==> src/rtl/firtap_mc.sv <==
// firtap_mc -- one tap of a transposed/systolic FIR chain with interleaved
// channels and double-buffered, atomically swappable coefficients.
//
// Each accepted sample is multiplied by the active coefficient of its
// channel. The previous tap's partial sum is added to that product. The
// sample, its channel tag and its valid flag are forwarded to the next tap.
//
// Ports:
//   clk, rstn                 clock, asynchronous active-low reset
//   in_valid/in_ch/inX/inSum  input sample, channel tag, previous partial sum
//   outX_valid/outX_ch/outX   forwarded sample, SAMPLE_SHIFT clocks later
//   outSum_valid/outSum       MAC result, SUM_SHIFT clocks later
//   coef_wr/coef_wr_ch/coef_wr_data  write one shadow coefficient entry
//   coef_swap                 copy the whole shadow bank into the active bank
module firtap_mc #(
  parameter int XW           = 18,
  parameter int COEFW        = 25,
  parameter int OUTW         = 48,
  parameter int NCH          = 1,
  parameter int SAMPLE_SHIFT = 1,
  parameter int SUM_SHIFT    = 2,
  localparam int CHW         = (NCH > 1) ? $clog2(NCH) : 1
) (
  input  logic                    clk,
  input  logic                    rstn,
  input  logic                    in_valid,
  input  logic [CHW-1:0]          in_ch,
  input  logic signed [XW-1:0]    inX,
  input  logic signed [OUTW-1:0]  inSum,
  output logic                    outX_valid,
  output logic [CHW-1:0]          outX_ch,
  output logic signed [XW-1:0]    outX,
  output logic                    outSum_valid,
  output logic signed [OUTW-1:0]  outSum,
  input  logic                    coef_wr,
  input  logic [CHW-1:0]          coef_wr_ch,
  input  logic signed [COEFW-1:0] coef_wr_data,
  input  logic                    coef_swap
);

  logic signed [COEFW-1:0] r_shadow [NCH];
  logic signed [COEFW-1:0] r_active [NCH];

  // The swap copies the shadow contents as they were before this edge. A
  // write at the same edge therefore reaches only the shadow bank. Channel
  // numbers at or above NCH match no entry, so such writes are dropped.
  always_ff @(posedge clk or negedge rstn) begin
    if (!rstn) begin
      for (int i = 0; i < NCH; i++) begin
        r_shadow[i] <= '0;
        r_active[i] <= '0;
      end
    end else begin
      for (int i = 0; i < NCH; i++) begin
        if (coef_swap) r_active[i] <= r_shadow[i];
        if (coef_wr && (coef_wr_ch == CHW'(i))) r_shadow[i] <= coef_wr_data;
      end
    end
  end

  // Active coefficient lookup. A channel tag at or above NCH selects no
  // entry. Its coefficient is 0, so its product is 0.
  logic signed [COEFW-1:0] w_coef;
  always_comb begin
    w_coef = '0;
    for (int i = 0; i < NCH; i++) begin
      if (in_ch == CHW'(i)) w_coef = r_active[i];
    end
  end

  logic signed [XW+COEFW-1:0] w_prodFull;
  logic signed [OUTW-1:0]     w_prodExt;
  assign w_prodFull = inX * w_coef;
  assign w_prodExt  = OUTW'(w_prodFull);

  logic signed [OUTW-1:0] r_prod;
  logic signed [OUTW-1:0] r_sumD;
  logic signed [OUTW-1:0] r_acc;
  logic                   r_v1;
  logic                   r_v2;

  // Two-stage MAC. Invalid cycles carry zeros, so the output reads 0 in gaps.
  // The add wraps modulo 2^OUTW.
  always_ff @(posedge clk or negedge rstn) begin
    if (!rstn) begin
      r_prod <= '0;
      r_sumD <= '0;
      r_v1   <= 1'b0;
      r_acc  <= '0;
      r_v2   <= 1'b0;
    end else begin
      r_prod <= in_valid ? w_prodExt : '0;
      r_sumD <= in_valid ? inSum : '0;
      r_v1   <= in_valid;
      r_acc  <= r_sumD + r_prod;
      r_v2   <= r_v1;
    end
  end

  // Extra sum-path delay aligns this tap with the sum path of the chain.
  if (SUM_SHIFT > 2) begin : g_sumTail
    localparam int TD = SUM_SHIFT - 2;
    logic signed [OUTW-1:0] r_sumPipe [TD];
    logic                   r_vPipe   [TD];
    always_ff @(posedge clk or negedge rstn) begin
      if (!rstn) begin
        for (int i = 0; i < TD; i++) begin
          r_sumPipe[i] <= '0;
          r_vPipe[i]   <= 1'b0;
        end
      end else begin
        r_sumPipe[0] <= r_acc;
        r_vPipe[0]   <= r_v2;
        for (int i = 1; i < TD; i++) begin
          r_sumPipe[i] <= r_sumPipe[i-1];
          r_vPipe[i]   <= r_vPipe[i-1];
        end
      end
    end
    assign outSum       = r_sumPipe[TD-1];
    assign outSum_valid = r_vPipe[TD-1];
  end else begin : g_sumDirect
    assign outSum       = r_acc;
    assign outSum_valid = r_v2;
  end

  logic signed [XW-1:0] r_xPipe  [SAMPLE_SHIFT];
  logic [CHW-1:0]       r_chPipe [SAMPLE_SHIFT];
  logic                 r_vxPipe [SAMPLE_SHIFT];

  // The sample path shifts every clock, whether or not the input is valid.
  always_ff @(posedge clk or negedge rstn) begin
    if (!rstn) begin
      for (int i = 0; i < SAMPLE_SHIFT; i++) begin
        r_xPipe[i]  <= '0;
        r_chPipe[i] <= '0;
        r_vxPipe[i] <= 1'b0;
      end
    end else begin
      r_xPipe[0]  <= inX;
      r_chPipe[0] <= in_ch;
      r_vxPipe[0] <= in_valid;
      for (int i = 1; i < SAMPLE_SHIFT; i++) begin
        r_xPipe[i]  <= r_xPipe[i-1];
        r_chPipe[i] <= r_chPipe[i-1];
        r_vxPipe[i] <= r_vxPipe[i-1];
      end
    end
  end

  assign outX       = r_xPipe[SAMPLE_SHIFT-1];
  assign outX_ch    = r_chPipe[SAMPLE_SHIFT-1];
  assign outX_valid = r_vxPipe[SAMPLE_SHIFT-1];

endmodule

==> config.mk <==
export PLATFORM = sky130hd
export DESIGN_NAME = firtap_mc
export DESIGN_NICKNAME = d
export VERILOG_FILES = /design/src/rtl/firtap_mc.sv
export SDC_FILE = /design/constraint.sdc
export NUM_CORES = 2
export LEC_CHECK = 0
export CORE_MARGIN = 3
export CORE_UTILIZATION = 35
export DETAILED_ROUTE_END_ITERATION = 8
export GPL_ROUTABILITY_DRIVEN = 1
export PLACE_DENSITY = 0.53
export SYNTH_ARGS = -nofsm -noshare
export SYNTH_HDL_FRONTEND = slang
export SYNTH_SLANG_ARGS = --single-unit
==> constraint.sdc <==
create_clock -name clk -period 7.2 [get_ports clk]
set_input_delay 1.44 -clock clk [delete_from_list [all_inputs] [get_ports clk]]
set_output_delay 1.44 -clock clk [all_outputs]
set_load 0.1 [all_outputs]
==> out/results.ini <==
[status]
status = finished clean

[cells_and_area]
regArea_um2 = 5260
area_growth_pct = 25.2
multi_input_area_um2 = 17700
drive_gt1_share_pct = 15.4
final_nets = 3628
fillers = 6784
stdcell_count = 3893
diodes = 0

[cts]
clock_sinks = 210
numCtsBuffers = 27
insertion_delay_ns = 0.58
clk_pin_slew_ns = 0.05
clk_path_buf_depth = 3
cts_root_buffer = clkbuf_16
cts_tree = built
htreeDepth = 1

[drt]
finalWirelength_um = 63800
post-route-drc-count = 0
vias = 17923
avgRoutedWirePerCell_um = 16.4
ant_nets = 0
drtIter0Drc = 659
firstDrtPassIters = 5
vias_per_cell = 4.60

[worst_setup_path]
arrival_ns = 7.46
crit_top_cell = fa_1
crit_path_max_incr_delay_ns = 0.58
crit_family = adder cells
reg2reg_slack_ns = 0.91
crit_buf_inv = 7
crit_chain = buf_4 > buf_12 > nor2b_1 > buf_4 > buf_4 > nand2_1 > fa_1 > inv_1 > fa_1 > fa_1 > fa_1 > fa_1 > inv_1 > fa_1 > inv_1 > ha_1 > and3_1 > a221o_1 > o2111a_2 > o21ai_4 > a21oi_2 > o21ai_1 > xor2_1 > nor2_1
critPathMaxFanout = 9
cp.required_ns = 7.61
endpoint_kind = flip-flop
critPathLaunchType = input port
worstSetupPathType = in2reg
slowest_stage = fa_1

[timing]
rsz0062_at_grt = yes
whs_ns = 0.376
maxSlewViolCount = 0
tightest_slew_ns = 1.18
setup_viol = 0
period_minus_slack_ns = 7.04
clock_skew_ns = 0.0504
finalHoldViolCount = 0
max_slew_margin_pct = 21.3
fmax_ghz = 0.142
layout_setup_ws_ns = 0.156
fin_crit_sh_pct = 97.8

[logic_synthesis]
synth_compound_area_share_pct = 6.65
yosysMostFrequentCell = inv_1
syn-cell-area_um2 = 25000
synth_top_cell_area_share_pct = 35.4
synth_area_per_cell_um2 = 9.77
yosysUniqueCellTypes = 65
synth_top_area_cell = fa_1
synth_flop_cell = dfrtp_1
syn_nets = 3253
synthArstFlopShare_pct = 100
synth_top_family_by_area = adder cells
synthXorXnorAreaFrac_pct = 2.77
muxShareOfSynthArea_pct = 2.25
synthAdderAreaFrac_pct = 43.1
synth_edf_count = 0
synth_cells = 2559
yosysSeqAreaShare_pct = 21.0
ys_ff_latch = 210
synth_simple_gate_area_share_pct = 14.7
synth_warnings = 0
yosys-top-cells-area = fa_1 (35%), dfrtp_1 (21%), inv_1 (7.8%)
ys_top_cells_by_count = inv_1 (518), fa_1 (442), nand2_1 (305)

[global_route]
grt_first_pass_wirelength_um = 104000
antenna_found_initial = 1
groute.usage.overall_pct = 17.2
overflow = 0
grt_max_degree = 146
grt_pass1_vias = 19620

[min_path]
worstHoldPathType = reg2reg

[placed_design]
hpwl_um = 53100
place_ws_ns = -0.854
gp_congestion = 0.889
port-buffer-count = 166
placedCellCount = 3828

[floorplan]
initial_core_util_pct = 35.5
floorplan.rows = 97
die_area_um2 = 74700
io_pins = 167
die_x_um = 273
die_y_um = 273
core_um2 = 70400

[flow_run]
maxCapViolations = 0

## cells by family after synthesis
group                    Yosys count
AND/OR/NAND/NOR                  746
buffers and inverters            631
adder cells (fa/ha/maj)          596
AO/OA/AOI/OAI                    247
flip-flops                       210
XOR/XNOR                          79
multiplexers                      50
## cell type report
class | count | share of cell area, %
Multi-Input combinational cell | 1718 | 56.4
Clock inverter | 14 | 0.528
Sequential cell | 210 | 16.8
Clock buffer | 34 | 2.34
Timing Repair Buffer | 459 | 13.9
Inverter | 518 | 6.21
Tap cell | 940 | 3.76
## per-layer routing
| metal | track usage, % | wire length [um] | up-vias |
|---|---|---|---|
| met4 | 4.44 | 1600 | 2 |
| met5 | 0 | 9 | - |
| met3 | 2.50 | 2650 | 92 |
| met2 | 28.6 | 30000 | 336 |
| met1 | 23.7 | 29500 | 8964 |
| li1 | - | - | 8529 |
## path summary, 6_finish.rpt
path | start | endpoint | depth (start not counted)
min in group asynchronous | rstn | outX[2] | 1
setup reg to reg | r_active[7] | r_prod[30] | 23
max in group asynchronous | rstn | outX[17] | 2
hold reg to reg | r_v1 | outSum_valid | 0
hold / removal | r_v1 | outSum_valid | 0
setup / recovery | in_ch | r_prod[30] | 24
## cells in the final DEF, fill, tap and decap left out, types with 6 or more instances in the layout
| cell | n |
|---|---|
| inv_1 | 518 |
| fa_1 | 434 |
| nand2_1 | 304 |
| buf_4 | 248 |
| and2_1 | 222 |
| dfrtp_1 | 210 |
| clkdlybuf4s50_1 | 155 |
| ha_1 | 148 |
| nor2_1 | 86 |
| a21oi_1 | 63 |
| xnor2_1 | 51 |
| mux2_2 | 50 |
| a21o_1 | 35 |
| o21ai_0 | 32 |
| clkbuf_16 | 31 |
| xor2_1 | 28 |
| buf_12 | 28 |
| nor2b_1 | 24 |
| nand3_1 | 16 |
| o21a_1 | 14 |
| nand2b_1 | 14 |
| nand4_1 | 13 |
| and3_1 | 12 |
| a31oi_1 | 10 |
| or3_1 | 9 |
| nor3_1 | 9 |
| buf_6 | 9 |
| a211oi_1 | 8 |
| o21bai_1 | 8 |
| fa_2 | 8 |
| dlymetal6s2s_1 | 8 |
| a21oi_2 | 7 |
| o211ai_1 | 6 |
| a211o_1 | 6 |
| ha_4 | 6 |
## worst reg2reg max path, cell delays in order, from the launching register on
cell and delay, ns:
dfrtp_1 0.40, nor2b_1 0.14, buf_4 0.15, and2_1 0.17, fa_1 0.53, inv_1 0.05
fa_1 0.46, fa_1 0.50, fa_1 0.55, inv_1 0.05, fa_1 0.48, inv_1 0.05
fa_1 0.48, inv_1 0.06, ha_4 0.23, a21oi_2 0.19, o22ai_2 0.14, a221o_1 0.38
o2111a_2 0.33, o21ai_4 0.23, a21oi_2 0.09, o21ai_1 0.18, xor2_1 0.24, nor2_1 0.06
## repair_timing
| item | in CTS | in global routing |
|---|---|---|
| pin swaps | 9 | 30 |
| gates resized for setup | 20 | 57 |
| setup buffers | 0 | 9 |
| endpoints found under the setup margin | 14 | 17 |
| gates cloned | 2 | 6 |
| hold buffers | 0 | 0 |
| endpoints found under the hold margin | 0 | 0 |
## stage by stage
stage                     area, um^2  util (%)  setup TNS (ns)
after detailed placement       29900      42.4          -15.39
after global placement         29900      42.4          -14.17
after CTS                      30900      43.9               0
after floorplan                25100         -               0
after global routing           31300      44.5         -0.0800
final                          31300      44.5               0
## flip-flops by register name (all words and copies together) (netlist names)
signal        flops
outSum_valid      1
r_v1              1
outX             18
r_active         25
outX_ch           1
r_sumD           48
outSum           48
r_shadow         25
r_prod           43
Power is not shown: default switching activity piles up to over one toggle a cycle in this logic, so the estimate is an artifact.
